`src/rtl/shift_wb_buffer.sv`:
```
// Writeback-side result buffer for the shift unit: an in-order FIFO with a registered
// stall toward issue, a sticky overflow flag, and first-word fall-through output.
package shift_wb_pkg;
   localparam int WIDTH_DATA = 32;
   typedef logic [WIDTH_DATA-1:0] data_t;
   typedef struct packed {
      logic [1:0] opcode;
      logic [4:0] rd_addr;
   } pipe_exe_tmp_t;
endpackage

module shift_wb_buffer
   import shift_wb_pkg::*;
#(
   parameter int  DEPTH = 4,
   parameter type TYPE  = pipe_exe_tmp_t
) (
   input  logic                     clock,
   input  logic                     reset,
   input  logic                     I_Valid,
   input  data_t                    I_Data,
   input  TYPE                      I_Token,
   output logic                     O_Stall,
   output logic                     O_Valid,
   output data_t                    O_Data,
   output TYPE                      O_Token,
   input  logic                     I_Ready,
   output logic [$clog2(DEPTH):0]   O_Count,
   output logic                     O_Overflow
);
   localparam int PTR_W = $clog2(DEPTH);
   localparam int CNT_W = PTR_W + 1;
   localparam logic [CNT_W-1:0] FULL     = CNT_W'(DEPTH);
   localparam logic [CNT_W-1:0] STALL_AT = CNT_W'(DEPTH - 1);

   data_t            data_mem [DEPTH];
   TYPE              tok_mem  [DEPTH];
   logic [PTR_W-1:0] wr_ptr;
   logic [PTR_W-1:0] rd_ptr;
   logic [CNT_W-1:0] count;
   logic [CNT_W-1:0] count_next;
   logic             overflow_q;
   logic             stall_q;
   logic             push;
   logic             pop;
   logic             drop;

   // Handshake: the head transfers on any edge where O_Valid && I_Ready; O_Valid never
   // depends on I_Ready, and the producer side has no backpressure, only the stall hint.
   always_comb begin
      pop        = (count != '0) && I_Ready;
      push       = I_Valid && ((count != FULL) || pop);
      drop       = I_Valid && !push;
      count_next = count;
      if (push && !pop)
         count_next = count + CNT_W'(1);
      else if (pop && !push)
         count_next = count - CNT_W'(1);
   end

   always_ff @(posedge clock) begin
      if (!reset) begin
         wr_ptr     <= '0;
         rd_ptr     <= '0;
         count      <= '0;
         overflow_q <= 1'b0;
         stall_q    <= 1'b0;
      end else begin
         if (push)
            wr_ptr <= wr_ptr + PTR_W'(1);
         if (pop)
            rd_ptr <= rd_ptr + PTR_W'(1);
         count <= count_next;
         if (drop)
            overflow_q <= 1'b1;
         // One free slot of slack absorbs the result issued while this stall registers.
         stall_q <= (count_next >= STALL_AT);
      end
   end

   always_ff @(posedge clock) begin
      if (push) begin
         data_mem[wr_ptr] <= I_Data;
         tok_mem[wr_ptr]  <= I_Token;
      end
   end

   assign O_Valid    = (count != '0);
   assign O_Data     = O_Valid ? data_mem[rd_ptr] : '0;
   assign O_Token    = O_Valid ? tok_mem[rd_ptr] : '0;
   assign O_Count    = count;
   assign O_Overflow = overflow_q;
   assign O_Stall    = stall_q;
endmodule

```
`config.mk`:
```
export PLATFORM = sky130hd
export DESIGN_NAME = shift_wb_buffer
export DESIGN_NICKNAME = d
export VERILOG_FILES = /design/src/rtl/shift_wb_buffer.sv
export SDC_FILE = /design/constraint.sdc
export NUM_CORES = 1
export LEC_CHECK = 0
export CAP_MARGIN = 20
export CELL_PAD_IN_SITES_DETAIL_PLACEMENT = 0
export CELL_PAD_IN_SITES_GLOBAL_PLACEMENT = 1
export CORE_MARGIN = 1.5
export CORE_UTILIZATION = 49
export CTS_BUF_LIST = sky130_fd_sc_hd__clkbuf_8
export CTS_CLUSTER_DIAMETER = 200
export CTS_CLUSTER_SIZE = 12
export DETAILED_ROUTE_END_ITERATION = 10
export PLACE_DENSITY = 0.8
export SYNTH_ARGS = -nofsm -noshare
export SYNTH_HDL_FRONTEND = slang
export SYNTH_SLANG_ARGS = --single-unit
```
`constraint.sdc`:
```
create_clock -name clock -period 3.3 [get_ports clock]
set_clock_uncertainty 0.15 [all_clocks]
set_input_delay 0.66 -clock clock [delete_from_list [all_inputs] [get_ports clock]]
set_output_delay 0.66 -clock clock [all_outputs]
set_load 0.02 [all_outputs]
```
# --- Word level (Yosys, flattened, before mapping) ---
# Memory sizes are Yosys's and may differ from the RTL's. A register that Yosys moved wholly into a read port is not among the register bits.
# Cells that the tools add are included.
# W data, S select, Z words.
totals:
  ff_bits: 9
  latch_bits: 0
  ramBits: 156
  mem_bits_ro: 0
  input_bits: 43
  memories: 2
classes:
  addsub: 4
  mul: 0
  div: 0
  order_cmp: 1
  n_eq_ne: 1
  shifts: 0
  muxes: 10
  bitwise: 0
  reduce_logical: 9
memory_table:
  columns: ["memory", "words", "width", "rd", "rd_clocked_by_memory_dff", "wr", "line", "rtl"]
  rows:
  - ["data_mem", 4, 32, 1, 1, 1, "36", "data_t data_mem [DEPTH];"]
  - ["tok_mem", 4, 7, 1, 1, 1, "37", "TYPE tok_mem [DEPTH];"]
op_table:
  columns: ["cell", "n"]
  rows:
  - ["$mux W32", 1]
  - ["$mux W2", 4]
  - ["$mux W7", 1]
  - ["$mux W3", 2]
  - ["$logic_and A1 B1 Y1", 5]
  - ["$add A2 B1 Y2 const B", 2]
  - ["$add A3 B1 Y3 const B", 1]
  - ["$ge A3 B2 Y1 const B", 1]
  - ["$ne A3 B3 Y1 const B", 1]
  - ["$reduce_bool A3 Y1", 1]
  - ["$sub A3 B1 Y3 const B", 1]
  - ["$logic_not A1 Y1", 2]
  - ["$mux W1", 2]
  - ["$logic_or A1 B1 Y1", 1]

# --- Longest topological paths before layout ---
# Gate-level depths: netlist (run 1).
depth:
  ltp_word: 9
  depth_mapped: 7

# --- Worst setup path after synthesis (run 1) ---
# OpenSTA, ideal clock, no wires.
synth_timing:
  path_type: "register to register"
  startpoint: "register count[0], in the netlist O_Count[0]"
  endpoint: "memory data_mem[0][0] in the netlist's numbering (enable)"
  t_arrival_ns: 2.131
  required_ns: 2.750
  setup_slack_ns: 0.619
  path_stages_with_launch: 5
  path_buffers: 0
  period_less_slack_ns: 2.681
  path_cell_list: "dfxtp_1 inv_1 ha_1 nand3b_1 and3_1"
synth_between:
  elab_chain_cells: 6
  elab_cells_between_ends: 7
synth_lines:
  columns: ["element", "line", "rtl"]
  rows:
  - ["from (decl)", "40", "logic [CNT_W-1:0] count;"]
  - ["from (signal assigned)", "73", "count <= count_next;"]
  - ["$reduce_bool A3 Y1", "51", "pop = (count != '0) && I_Ready;"]
  - ["$logic_and A1 B1 Y1", "51", null]
  - ["$logic_or A1 B1 Y1 *", "52", "push = I_Valid && ((count != FULL) || pop);"]
  - ["$logic_and A1 B1 Y1 *", "52", null]
  - ["$mux W1 *", "82", "if (push) begin"]
  - ["$mux W1 (not written as such) *", "83", "data_mem[wr_ptr] <= I_Data;"]
  - ["to (decl)", "36", null]
# Mark *: on every way between the ends. The rest lies on a longest branch, timed or not.

# --- Worst setup path after layout (run 1) ---
layout_timing:
  startpoint: "register count[0], in the netlist O_Count[0]"
  endpoint: "output port O_Data[23]"
layout_between:
  elab_chain_cells: 2
layout_lines:
  columns: ["element", "line", "rtl"]
  rows:
  - ["$reduce_bool A3 Y1", "88", "assign O_Valid = (count != '0);"]
  - ["$mux W32", "89", "assign O_Data = O_Valid ? data_mem[rd_ptr] : '0;"]
  - ["to (decl)", "25", "output data_t O_Data,"]
# No other way between the ends.

==> impl_metrics.toml, run 1 <==
[die]
start_util = 0.498
core-area_mm2 = 0.0131
die_h_um = 119
io_pins = 88
die-area_mm2 = 0.0141
row_count = 42
die_w_um = 119

[synthesis]
yosysUniqueCellTypes = 31
synth_seq_cells = 167
synth.area.top_cells = "edfxtp_1 (72%), mux4_2 (13%), and2_1 (4.3%)"
synthCells = 319
yosys.area.top_type = "edfxtp_1"
syn_area_per_cell_um2 = 20.5
ys_warn_count = 0
synth_top_area_frac = 0.715
syn_nets = 369
syn_area_mm2 = 0.00655
yosysSeqAreaShare = 0.749

[clock_tree]
clk_pin_slew_worst_paths_ns = 0.08
cts_tree = "yes"
cts_root_buf = "clkbuf_8"
h-tree-depth = 4
hold_buffers = 0
clkLatencyLatePin_ns = 0.43
numCtsBuffers = 17
cts.sinks = 167
clock_path_buffers = 2

[global_routing]
overflow = 0
grt_max_degree = 42
antenna_found_initial = 0
grt_usage = 0.171
grt_pass1_vias = 3267
grt_pass1_wl_um = 17500

[job]
maxCapViolCount = 0

[drt]
wl_per_cell_um = 18.2
route.detailed.drc = 0
postRouteAntennaNets = 0
wirelength_um = 11100
drt-initial-drc-count = 180
drt_pass1_iterations = 4
viasPerCell = 5.20
num_vias = 3181

[sta]
timing.fmax_mhz = 318
tns_ns = 0
finalCriticalPeriod_ns = 3.15
layout_worst_path_cycle_share = 0.954
maxSlewHeadroom = 0.678
hold_viol = 0
whs_ns = 0.344
tightest_slew_ns = 0.481
setup_viol = 0
rsz0062_at_grt = "false"
slew_violations = 0

[power_and_ir_drop]
leakage_uw = 0.00279
powerDensity_mw_per_mm2 = 766
vdd_drop_max_v = 0.000482

[worst_setup_path]
cp.required_ns = 2.49
arrival_ns = 2.34
path_max_fanout = 41
worstSetupPathType = "flip-flop to output port"
cp-end-kind = "output port"
start_kind = "flip-flop"

[place]
place_congestion = 0.758
io_buffers = 87
place_hpwl_um = 6530
dpl_cell_area_mm2 = 0.00773

[finish]
drive_gt1_frac = 0.213
diodes = 0
area_growth_pct = 25.1
finish.instance_area_mm2 = 0.00820
fin_util = 0.624
final_common_cell = "edfxtp_1"
fillers = 933
final_cell_mix = "edfxtp_1 (156), clkdlybuf4s50_1 (75), and2_1 (45)"
nNetsFinal = 473

[worst_hold_path]
hold_path_class = "flip-flop to flip-flop"

[status]
outcome = "finished clean"
[cell families after synthesis]
family | after synthesis | share of synthesized area
flip-flops | 167 | 0.749
AND/OR/NAND/NOR | 67 | 0.0636
multiplexers | 40 | 0.136
buffers and inverters | 20 | 0.0151
AO/OA/AOI/OAI | 13 | 0.0166
adder cells (fa/ha/maj) | 7 | 0.0134
XOR/XNOR | 5 | 0.00669
[metrics by stage]
step / std cells / total power, uW / setup WS [ns]
4_1_cts: 612 / 6370 / 0.0740
6_report: 612 / 6280 / 0.152
5_1_grt: 612 / 6580 / 0.000433
3_5_place_dp: 576 / 4860 / 0.431
2_1_floorplan: 319 / 3940 / 0.619
3_3_place_gp: 576 / 4830 / 0.457
[per-layer routing]
metal  GRT usage  wire length, um
met1       0.210             4730
met2       0.283             5680
met3      0.0613              575
met4      0.0565              127
met5           0                0
[report_power, final]
| group | internal (uW) | total (uW) | switching (uW) |
|---|---|---|---|
| Combinational | 1150 | 2200 | 1050 |
| Clock | 814 | 1500 | 682 |
| Sequential | 2510 | 2590 | 78.4 |
| Total | 4470 | 6280 | 1810 |
[timing repair]
action                                  4_1_cts  5_1_grt
endpoints found under the setup margin       32        8
pin swaps                                     0        0
resized for setup                             5        8
setup buffers                                 4        0
[Yosys cell counts]
library cell / instances
a211o_2: 1
a211oi_1: 1
a21boi_0: 1
a21oi_1: 4
a221oi_4: 1
a32o_1: 1
and2_1: 45
and3_1: 6
buf_2: 6
buf_6: 2
clkbuf_1: 6
clkbuf_2: 1
dfxtp_1: 11
edfxtp_1: 156
ha_1: 7
inv_1: 5
mux2i_1: 1
mux4_2: 39
nand2_1: 2
nand2b_1: 1
nand3_1: 1
nand3b_1: 3
nor2_1: 4
nor2b_1: 2
nor2b_4: 1
o21a_1: 2
o21ai_0: 1
o31ai_1: 1
or2_2: 1
or3b_1: 1
xnor2_1: 5
[worst max-delay path: stages (launching register included)]
cell and delay [ns]:
dfxtp_1 0.40, inv_1 0.10, ha_2 0.26, nand2b_2 0.15, buf_12 0.21, and2_1 0.16, clkdlybuf4s50_1 0.61
[worst paths after layout]
check / startpoint / endpoint / slack (ns) / depth (start not counted)
hold reg to reg: O_Overflow$_SDFFE_PN0P_ / O_Overflow$_SDFFE_PN0P_ / 0.34 / 1
hold / removal: O_Overflow$_SDFFE_PN0P_ / O_Overflow$_SDFFE_PN0P_ / 0.34 / 1
setup / recovery: O_Count[0]$_SDFF_PN0_ / O_Data[23] / 0.15 / 6
setup reg to reg: O_Count[0]$_SDFF_PN0_ / data_mem[2][9]$_DFFE_PP_ / 1.33 / 5
[layout make-up]
class                      instances  area [um^2]  area share
clock buffer                      17          234      0.0285
clock inverter                    15          186      0.0227
inverter                           5         18.8     0.00229
multi-input combinational        132         1560       0.190
sequential                       167         4910       0.599
tap                              176          220      0.0269
timing repair buffer             100         1070       0.131
[registers in the layout, indices dropped and copies added (netlist names), named ones only]
signal and count:
O_Count 3, O_Overflow 1, O_Stall 1, data_mem 128, rd_ptr 2, tok_mem 28, wr_ptr 2
Note: power is estimated with default switching activity, not from simulation.
==> inputs of run 2 (changes only) <==
CELL_PAD_IN_SITES_DETAIL_PLACEMENT = 2   (was 0)
CELL_PAD_IN_SITES_GLOBAL_PLACEMENT = 2   (was 1)
CORE_UTILIZATION = 43   (was 49)
==> run 2 against run 1 <==
Clock-buffer cell count did not move. Hold slack lost 0.016 ns. Die area is 14% higher. Design area rose by 0.26%. Sequential share of layout area down 0.16 points. Register-to-register slack got worse by 0.34 ns. Utilization decreased by 6.5 points. Critical path type unchanged. Maximum frequency down 1.4%. Non-clock buffer count up 3. First-iteration DRC count increased by 38%.
==> impl_metrics.toml, run 2 (synthesized netlist as in run 1, its figures left out) <==
[global_routing]
grt_pass1_wl_um = 26300
grtUsageMet3 = 0.0363
use_met1 = 0.310
grt_max_degree = 40
overflow = 0
grtUsageMet2 = 0.406
antenna_found_initial = 0
grt_pass1_vias = 3896
grt-busiest-layer = "met2"
grt_usage = 0.236

[drt]
wirelength_um = 17600
wl_per_cell_um = 28.3
postRouteAntennaNets = 0
drt-initial-drc-count = 248
route.detailed.drc = 0
drt_pass1_iterations = 4
num_vias = 3409
viasPerCell = 5.47

[worst_setup_path]
cp.required_ns = 2.49
start_kind = "flip-flop"
path_max_fanout = 6
path_cells = "inv_1, ha_2, nand2b_4, buf_4, and2_1, clkdlybuf4s50_1"
worstSetupPathType = "flip-flop to output port"
cpPeakStageDelay_ns = 0.63
cp-end-kind = "output port"
crit_buf_inv = 3
arrival_ns = 2.38
path_delay_family = "buffers and inverters"
crit_slowest_cell = "clkdlybuf4s50_1"

[die]
core-area_mm2 = 0.0147
die-area_mm2 = 0.0160
io_pins = 88
start_util = 0.446
die_w_um = 126
row_count = 44
die_h_um = 126

[sta]
tns_ns = 0
setup_viol = 0
timing.fmax_mhz = 313
maxSlewHeadroom = 0.589
tightest_slew_ns = 0.614
slew_violations = 0
layout_worst_path_cycle_share = 0.968
hold_viol = 0
rsz0062_at_grt = "false"
finalCriticalPeriod_ns = 3.19

[clock_tree]
cts_tree = "yes"
clk_pin_slew_worst_paths_ns = 0.09
hold_buffers = 0
h-tree-depth = 4
clkLatencyLatePin_ns = 0.46
clock_path_buffers = 2
numCtsBuffers = 17
cts.sinks = 167
cts_root_buf = "clkbuf_8"

[power_and_ir_drop]
p_int_uw = 4490
vdd_drop_max_v = 0.000410
netSwitchingPower_uw = 2050
leakage_uw = 0.00276
switching_share = 0.313
pwr-share-seq = 0.398
powerDensity_mw_per_mm2 = 796
pwr-share-comb = 0.350
clkPwrFrac = 0.252

[worst_hold_path]
hold_path_class = "flip-flop to flip-flop"

[finish]
nNetsFinal = 476
drive_gt1_frac = 0.216
largest_register_ffs = 128
fin_util = 0.559
final_cell_mix = "edfxtp_1 (156), clkdlybuf4s50_1 (66), and2_1 (45)"
final_common_cell = "edfxtp_1"
top_register = "data_mem"
area_growth_pct = 25.5
fillers = 1216
diodes = 0

[place]
place_congestion = 0.731
io_buffers = 87
place_hpwl_um = 10700

[status]
outcome = "finished clean"

[job]
maxCapViolCount = 0
run 2: cell count changes in the layout (fill, tap and decap cells not counted), moves of 3 or more:
cell,delta
dlymetal6s2s_1,-7
clkinv_2,-3
buf_4,+3
clkdlybuf4s50_1,-9
dlygate4sd2_1,+16
run 2: path summary, 6_finish.rpt:
check                     startpoint                       to  slack [ns]  cells after the start
max            O_Count[0]$_SDFF_PN0_               O_Data[14]        0.11                      6
min          O_Overflow$_SDFFE_PN0P_  O_Overflow$_SDFFE_PN0P_        0.33                      1
max reg2reg    O_Count[0]$_SDFF_PN0_  tok_mem[2][0]$_DFFE_PP_        0.99                      5
min reg2reg  O_Overflow$_SDFFE_PN0P_  O_Overflow$_SDFFE_PN0P_        0.33                      1
run 2: timing repair:
action,CTS,global route
gates cloned,0,0
setup buffers,0,3
setup endpoints to repair,40,9
resized for setup,23,2
endpoints found under the hold margin,0,0
run 2: power groups by stage:
stage                     logic (uW)  registers (uW)  clock network [uW]
after floorplan                 1320            2620                   0
after global placement          2240            2610                   0
after detailed placement        2330            2640                   0
after CTS                       2300            2600                1690
after global routing            2450            2620                1760
final                           2290            2600                1650
run 2: layout make-up:
type / instances / area, um^2 / share of cell area
clock inverter: 15 / 213 / 0.0259
timing repair buffer: 103 / 1050 / 0.128
multi-input combinational: 132 / 1560 / 0.190
inverter: 5 / 18.8 / 0.00228
tap: 184 / 230 / 0.0280
sequential: 167 / 4910 / 0.598
clock buffer: 17 / 234 / 0.0285
run 2: through the flow:
stage          hold slack (ns)  cell area (um^2)  power [uW]  setup slack, ns  std cells
2_1_floorplan            0.400              6550        3940            0.619        319
3_3_place_gp             0.308              7750        4850            0.418        588
3_5_place_dp             0.309              7750        4970            0.267        588
4_1_cts                  0.335              8190        6600        0.0000955        620
5_1_grt                  0.359              8220        6820         0.000649        623
6_report                 0.329              8220        6540            0.105        623
run 2: layer usage:
metal	part of all wire	routed length [um]	vias to the layer above
met3	0.051	901	15
met2	0.54	9420	121
met4	0.0095	168	0
met5	0	0	-
met1	0.40	7110	1793
li1	-	-	1480
==> patch 1: new RTL, flow settings as in run 1 <==
Change the package constant `WIDTH_DATA` from 32 to 40.
--- a/src/rtl/shift_wb_buffer.sv
+++ b/src/rtl/shift_wb_buffer.sv
@@ -3,3 +3,3 @@
 package shift_wb_pkg;
-   localparam int WIDTH_DATA = 32;
+   localparam int WIDTH_DATA = 40;
    typedef logic [WIDTH_DATA-1:0] data_t;
Interface: changed (resized I_Data and O_Data); port bits go from 88 to 104. No check against the original RTL was run, so the function may have changed too.
==> patch 1 against run 1 <==
Total power grew 20%. Core utilization grew 0.41 points. Count of clock-buffer cells in the layout is the same. Register-to-register slack lost 0.34 ns. Final cell count grew 17%. Global-route usage grew 1.7 points. Area after synthesis grew 19%. Setup slack lost 0.018 ns. Wire length grew 32%. Worst hold slack lost 0.012 ns. Cell area grew 18%. Sequential cell count grew 32. Largest cell class unchanged.
==> patch 1: results (changes against run 1) <==
========================================================================================
Outcome                                                                     finished, final reports clean
First-pass iteration count of the detailed router                                      4   unchanged
Terminus of the critical flop-to-flop path                                  data_mem[0][19]
Fin Hold WS                                                                     0.332 ns   -0.0121 ns
Global-route usage over all layers                                                 18.8%   +1.7 points
Clock-pin slew of the registers on the worst-case setup and hold paths           0.10 ns   +0.02 ns
Synth top area cells                                                        sky130_fd_sc_hd__edfxtp_1 73%, sky130_fd_sc_hd__mux4_2 14%, sky130_fd_sc_hd__and2_1 3.5%
Maximum level of the CTS H-tree                                                        4   unchanged
Number of distinct standard cells referenced by the synthesized netlist               33   +6.5%
Max FFs per register                                                                 160   +25%
Maximum vdd drop                                                                0.407 mV   -16%
Launching point of the worst reg2reg path                                     O_Count[0]
Number of buffers between clock root and the deepest sink                              2   unchanged
Worst Path Arrival                                                               2.36 ns   +0.02 ns
Detailed Route Iter0 Violations                                                      240   +33%
Net Count, Synth                                                                     427   +16%
Final #Nets                                                                          552   +17%
Slack of the worst reg-to-reg path                                               0.99 ns   -0.34 ns
Layout cell share with drive strength beyond 1                                     23.9%   +2.5 points
Post-route cell area                                                          9650 sq um   +18%
Category of cells accounting for the largest share of critical-path delay   buffers and inverters
Post-synth top cells                                                        188 x sky130_fd_sc_hd__edfxtp_1, 47 x sky130_fd_sc_hd__mux4_2, 43 x sky130_fd_sc_hd__and2_1
Mean area per synthesized cell                                                21.1 sq um   +2.7%
Setup slack at placement                                                        0.296 ns   -0.135 ns
Worst reg2reg path depth                                                               6   +1
Largest net degree at the start of global routing                                     32   -24%
Sequential area share after synthesis                                              75.4%   +0.54 points
Placed cell area                                                              9090 sq um   +18%
Wire length of the first global-routing pass                                     21.9 mm   +26%
Final Routed Wirelength                                                          14.7 mm   +32%
Routability-driven placement congestion ratio                                      0.772   +1.8%
Vias after detailed routing                                                        3,850   +21%
Wire per inst                                                               20.4 microns   +13%
Worst-skew pair later-pin latency                                                0.46 ns   +0.03 ns
Vias in the first global route                                                     3,938   +21%
Number of synthesized flops with an enable pin                                       188   +21%
FILL cells                                                                         1,085   +16%
Maximum fanout encountered on the critical timing path                                13   -68%
Post-detail-place hpwl                                                           8.06 mm   +24%
Placed Instances                                                                     679   +18%
Leakage power total                                                              3.20 nW   +15%
Count of input and output buffers                                                    103   +18%
Slew headroom                                                                      60.8%   -7.0 points
========================================================================================
## patch 1: timing repair
item,4_1_cts,5_1_grt
setup endpoints to repair,48,35
setup buffers,0,1
hold buffers,0,0
endpoints found under the hold margin,0,0
cloned,4,2
resized for setup,4,10
## patch 1: per-layer routing
metal	track usage (%)	wire, microns
met5	0	0
met4	5.42	128
met3	5.95	1140
met2	29.9	7180
met1	25.2	6250
## patch 1: layout make-up
class / instances / share of cell area, %
Antenna cell: 1 / 0.0259
Inverter: 5 / 0.194
Sequential cell: 199 / 60.8
Clock inverter: 15 / 2.13
Clock buffer: 17 / 2.42
Timing Repair Buffer: 118 / 12.4
Tap cell: 211 / 2.74
Multi-Input combinational cell: 153 / 19.2
## patch 1: worst max path at each step
stage / to / start / slack, ns / cells after the start
global route: O_Data[3] / O_Count[0] / -0.001 / 5
finish: O_Token[1] / O_Count[0] / 0.13 / 5
CTS: O_Data[10] / flop / 0.008 / 4
detailed placement: O_Data[0] / O_Count[0] / 0.30 / 5
global placement: O_Data[4] / O_Count[0] / 0.37 / 5
floorplan: data_mem[0][0] / O_Count[0] / 0.43 / 4
## patch 1: cells by family (layout without fill, tap and decap cells)
logic type / count (synthesis) / in the layout / synth area share, %
multiplexers: 48 / 48 / 13.7
other: 0 / 1 / 0
adder cells (fa/ha/maj): 7 / 7 / 1.13
buffers and inverters: 22 / 155 / 1.53
AO/OA/AOI/OAI: 13 / 13 / 1.38
flip-flops: 199 / 199 / 75.4
XOR/XNOR: 5 / 5 / 0.563
AND/OR/NAND/NOR: 75 / 80 / 6.23
## patch 1: report_power, final
part	internal [mW]	total (mW)	leakage [nW]	switching, mW
clock network	0.785	1.66	0.217	0.871
logic	1.42	2.78	1.16	1.36
registers	2.99	3.07	1.82	0.0857
==> patch 2: new RTL, config.mk and constraints of run 1 <==
Without the edit above. Make the reset (`reset`) asynchronous in one clocked block.
--- a/src/rtl/shift_wb_buffer.sv
+++ b/src/rtl/shift_wb_buffer.sv
@@ -60,3 +60,3 @@
 
-   always_ff @(posedge clock) begin
+   always_ff @(posedge clock or negedge reset) begin
       if (!reset) begin
Check against the original RTL: differs if reset is asserted again (counterexample within 4 cycles, from zero or initial values and one cycle with reset low); with reset held inactive, the same outputs for 10 cycles.
==> patch 2 against run 1 <==
Final cell count shrank 1.8%. Sequential power grew 14%. Area after synthesis shrank 0.71%. Non-clock buffer count grew 4. Die area shrank 0.69%. Cell area grew 0.11%. Wire length grew 5.0%. Global-route usage grew 0.93 points. Count of clock-buffer cells in the layout is the same. Total power grew 23%. Critical path type unchanged. Register-to-register slack lost 0.43 ns. Setup slack lost 0.070 ns. Sequential cell count shrank 2.
==> patch 2: results (changes against run 1) <==
=====================================================================================================
Outcome                                                                                  finished, final reports clean
Sequential area share after synthesis                                                           75.5%   +0.61 points
Synth top area cells                                                                     sky130_fd_sc_hd__edfxtp_1 72%, sky130_fd_sc_hd__mux4_2 14%, sky130_fd_sc_hd__and2_1 4.1%
Hold-critical path endpoint                                                                O_Overflow
Clock buffer count from CTS                                                                        17   unchanged
Placed Instances                                                                                  567   -1.6%
Fin Hold WS                                                                                  0.336 ns   -0.00822 ns
Terminus of the critical flop-to-flop path                                               data_mem[0][14]
Worst reg2reg path depth                                                                            6   +1
Detailed Route Iter0 Violations                                                                   201   +12%
Launching point of the worst reg2reg path                                                  O_Count[1]
Max FFs per register                                                                              128   unchanged
Internal power component                                                                      5.31 mW   +19%
Pin slew with the least headroom to its limit                                                0.470 ns   -0.0107 ns
Leakage power total                                                                           2.79 nW   +0.22%
Worst Path Arrival                                                                            2.41 ns   +0.07 ns
Wire per inst                                                                            19.4 microns   +7.0%
Post-synth top cells                                                                     156 x sky130_fd_sc_hd__edfxtp_1, 43 x sky130_fd_sc_hd__and2_1, 39 x sky130_fd_sc_hd__mux4_2
First-pass iteration count of the detailed router                                                   4   unchanged
Leading register cell type out of synthesis                                              sky130_fd_sc_hd__edfxtp_1
Final #Nets                                                                                       466   -1.5%
Slowest stage delay, CP                                                                       0.54 ns   -0.07 ns
Share of the synthesized area in compound gates (AO/OA/AOI/OAI)                                 1.75%   +0.089 points
Top register by number of flip-flops                                                         data_mem
Post-detail-place hpwl                                                                        7.07 mm   +8.3%
Post-synthesis share of cell area spent on full adders, half adders and majority gates          1.35%   +0.0095 points
Global-route usage over all layers                                                              18.0%   +0.93 points
Placed cell area                                                                           7690 sq um   -0.42%
ANT cells                                                                                           0   unchanged
Mean area per synthesized cell                                                             21.0 sq um   +2.5%
Setup slack at placement                                                                     0.429 ns   -0.00173 ns
Largest net degree at the start of global routing                                                  33   -21%
Root Driver                                                                              sky130_fd_sc_hd__clkbuf_8
Layout cell share with drive strength beyond 1                                                  22.4%   +1.0 points
Critical path's slowest cell                                                             sky130_fd_sc_hd__mux4_2
Xor and xnor fraction of the mapped netlist area                                               0.673%   +0.0048 points
Async set-reset flop share out of synthesis                                                     5.45%   +5.5 points
Final Instance Count excl. Fillers                                                                601   -1.8%
Number of distinct standard cells referenced by the synthesized netlist                            30   -3.2%
Share of the cycle needed by the critical path after routing                                    97.5%   +2.1 points
Multiplexer share of the synthesized area                                                       13.7%   +0.097 points
Maximum vdd drop                                                                             0.510 mV   +5.7%
Wire length of the first global-routing pass                                                  18.6 mm   +6.5%
Maximum fanout encountered on the critical timing path                                             20   -51%
Vias in the first global route                                                                  3,449   +5.6%
Slack of the worst reg-to-reg path                                                            0.90 ns   -0.43 ns
Routability-driven placement congestion ratio                                                   0.807   +6.4%
Vias after detailed routing                                                                     3,185   +0.13%
Net Count, Synth                                                                                  359   -2.7%
Beginning of the worst hold path                                                           O_Overflow
=====================================================================================================
[patch 2: cell families (layout without fill, tap and decap cells)]
| kind of cell | after synthesis | count (layout) |
|---|---|---|
| DFF | 165 | 165 |
| and+or+nand+nor | 55 | 55 |
| muxes | 40 | 40 |
| buffers and inverters | 22 | 142 |
| AOI/OAI and AO/OA | 15 | 15 |
| adders and majority gates | 7 | 7 |
| xor gates and xnor gates | 5 | 5 |
[patch 2: metal layers]
metal / share of wire [%] / wire length (microns) / global-route usage (%)
met1: 44 / 5100 / 23.5
met2: 50 / 5870 / 29.3
met3: 4.5 / 528 / 4.73
met4: 1.4 / 168 / 6.78
met5: 0 / 0 / 0
[patch 2: final cells by class]
type	instances	area, sq um
repair buffers	104	1130
fillers	864	4570
multi-input cells	122	1470
clock buffers	17	234
clock inverters	15	211
well taps	172	215
inverters	6	22.5
flip-flops and latches	165	4910
[patch 2: power groups by stage]
stage	clock network [mW]	registers (mW)	logic (mW)
after floorplan	0	2.92	1.93
after global placement	0	2.95	3.15
final	1.58	2.94	3.19
after global routing	1.69	2.99	3.39
after CTS	1.61	2.95	3.25
after detailed placement	0	2.98	3.18
[patch 2: worst max-delay path by stage]
stage | to | from | cells past startpoint
2_1_floorplan | data_mem[0][0] | I_Ready | 4
3_3_place_gp | O_Data[28] | rd_ptr[0] | 4
3_5_place_dp | data_mem[0][6] | I_Ready | 5
4_1_cts | O_Data[8] | rd_ptr[0] | 4
5_1_grt | O_Data[28] | rd_ptr[0] | 4
6_report | O_Data[28] | rd_ptr[0] | 4
[patch 2: what timing repair did]
item / CTS / global route
buffers inserted: 0 / 1
setup endpoints to repair: 12 / 26
gates cloned: 1 / 0
gates resized for setup: 3 / 7
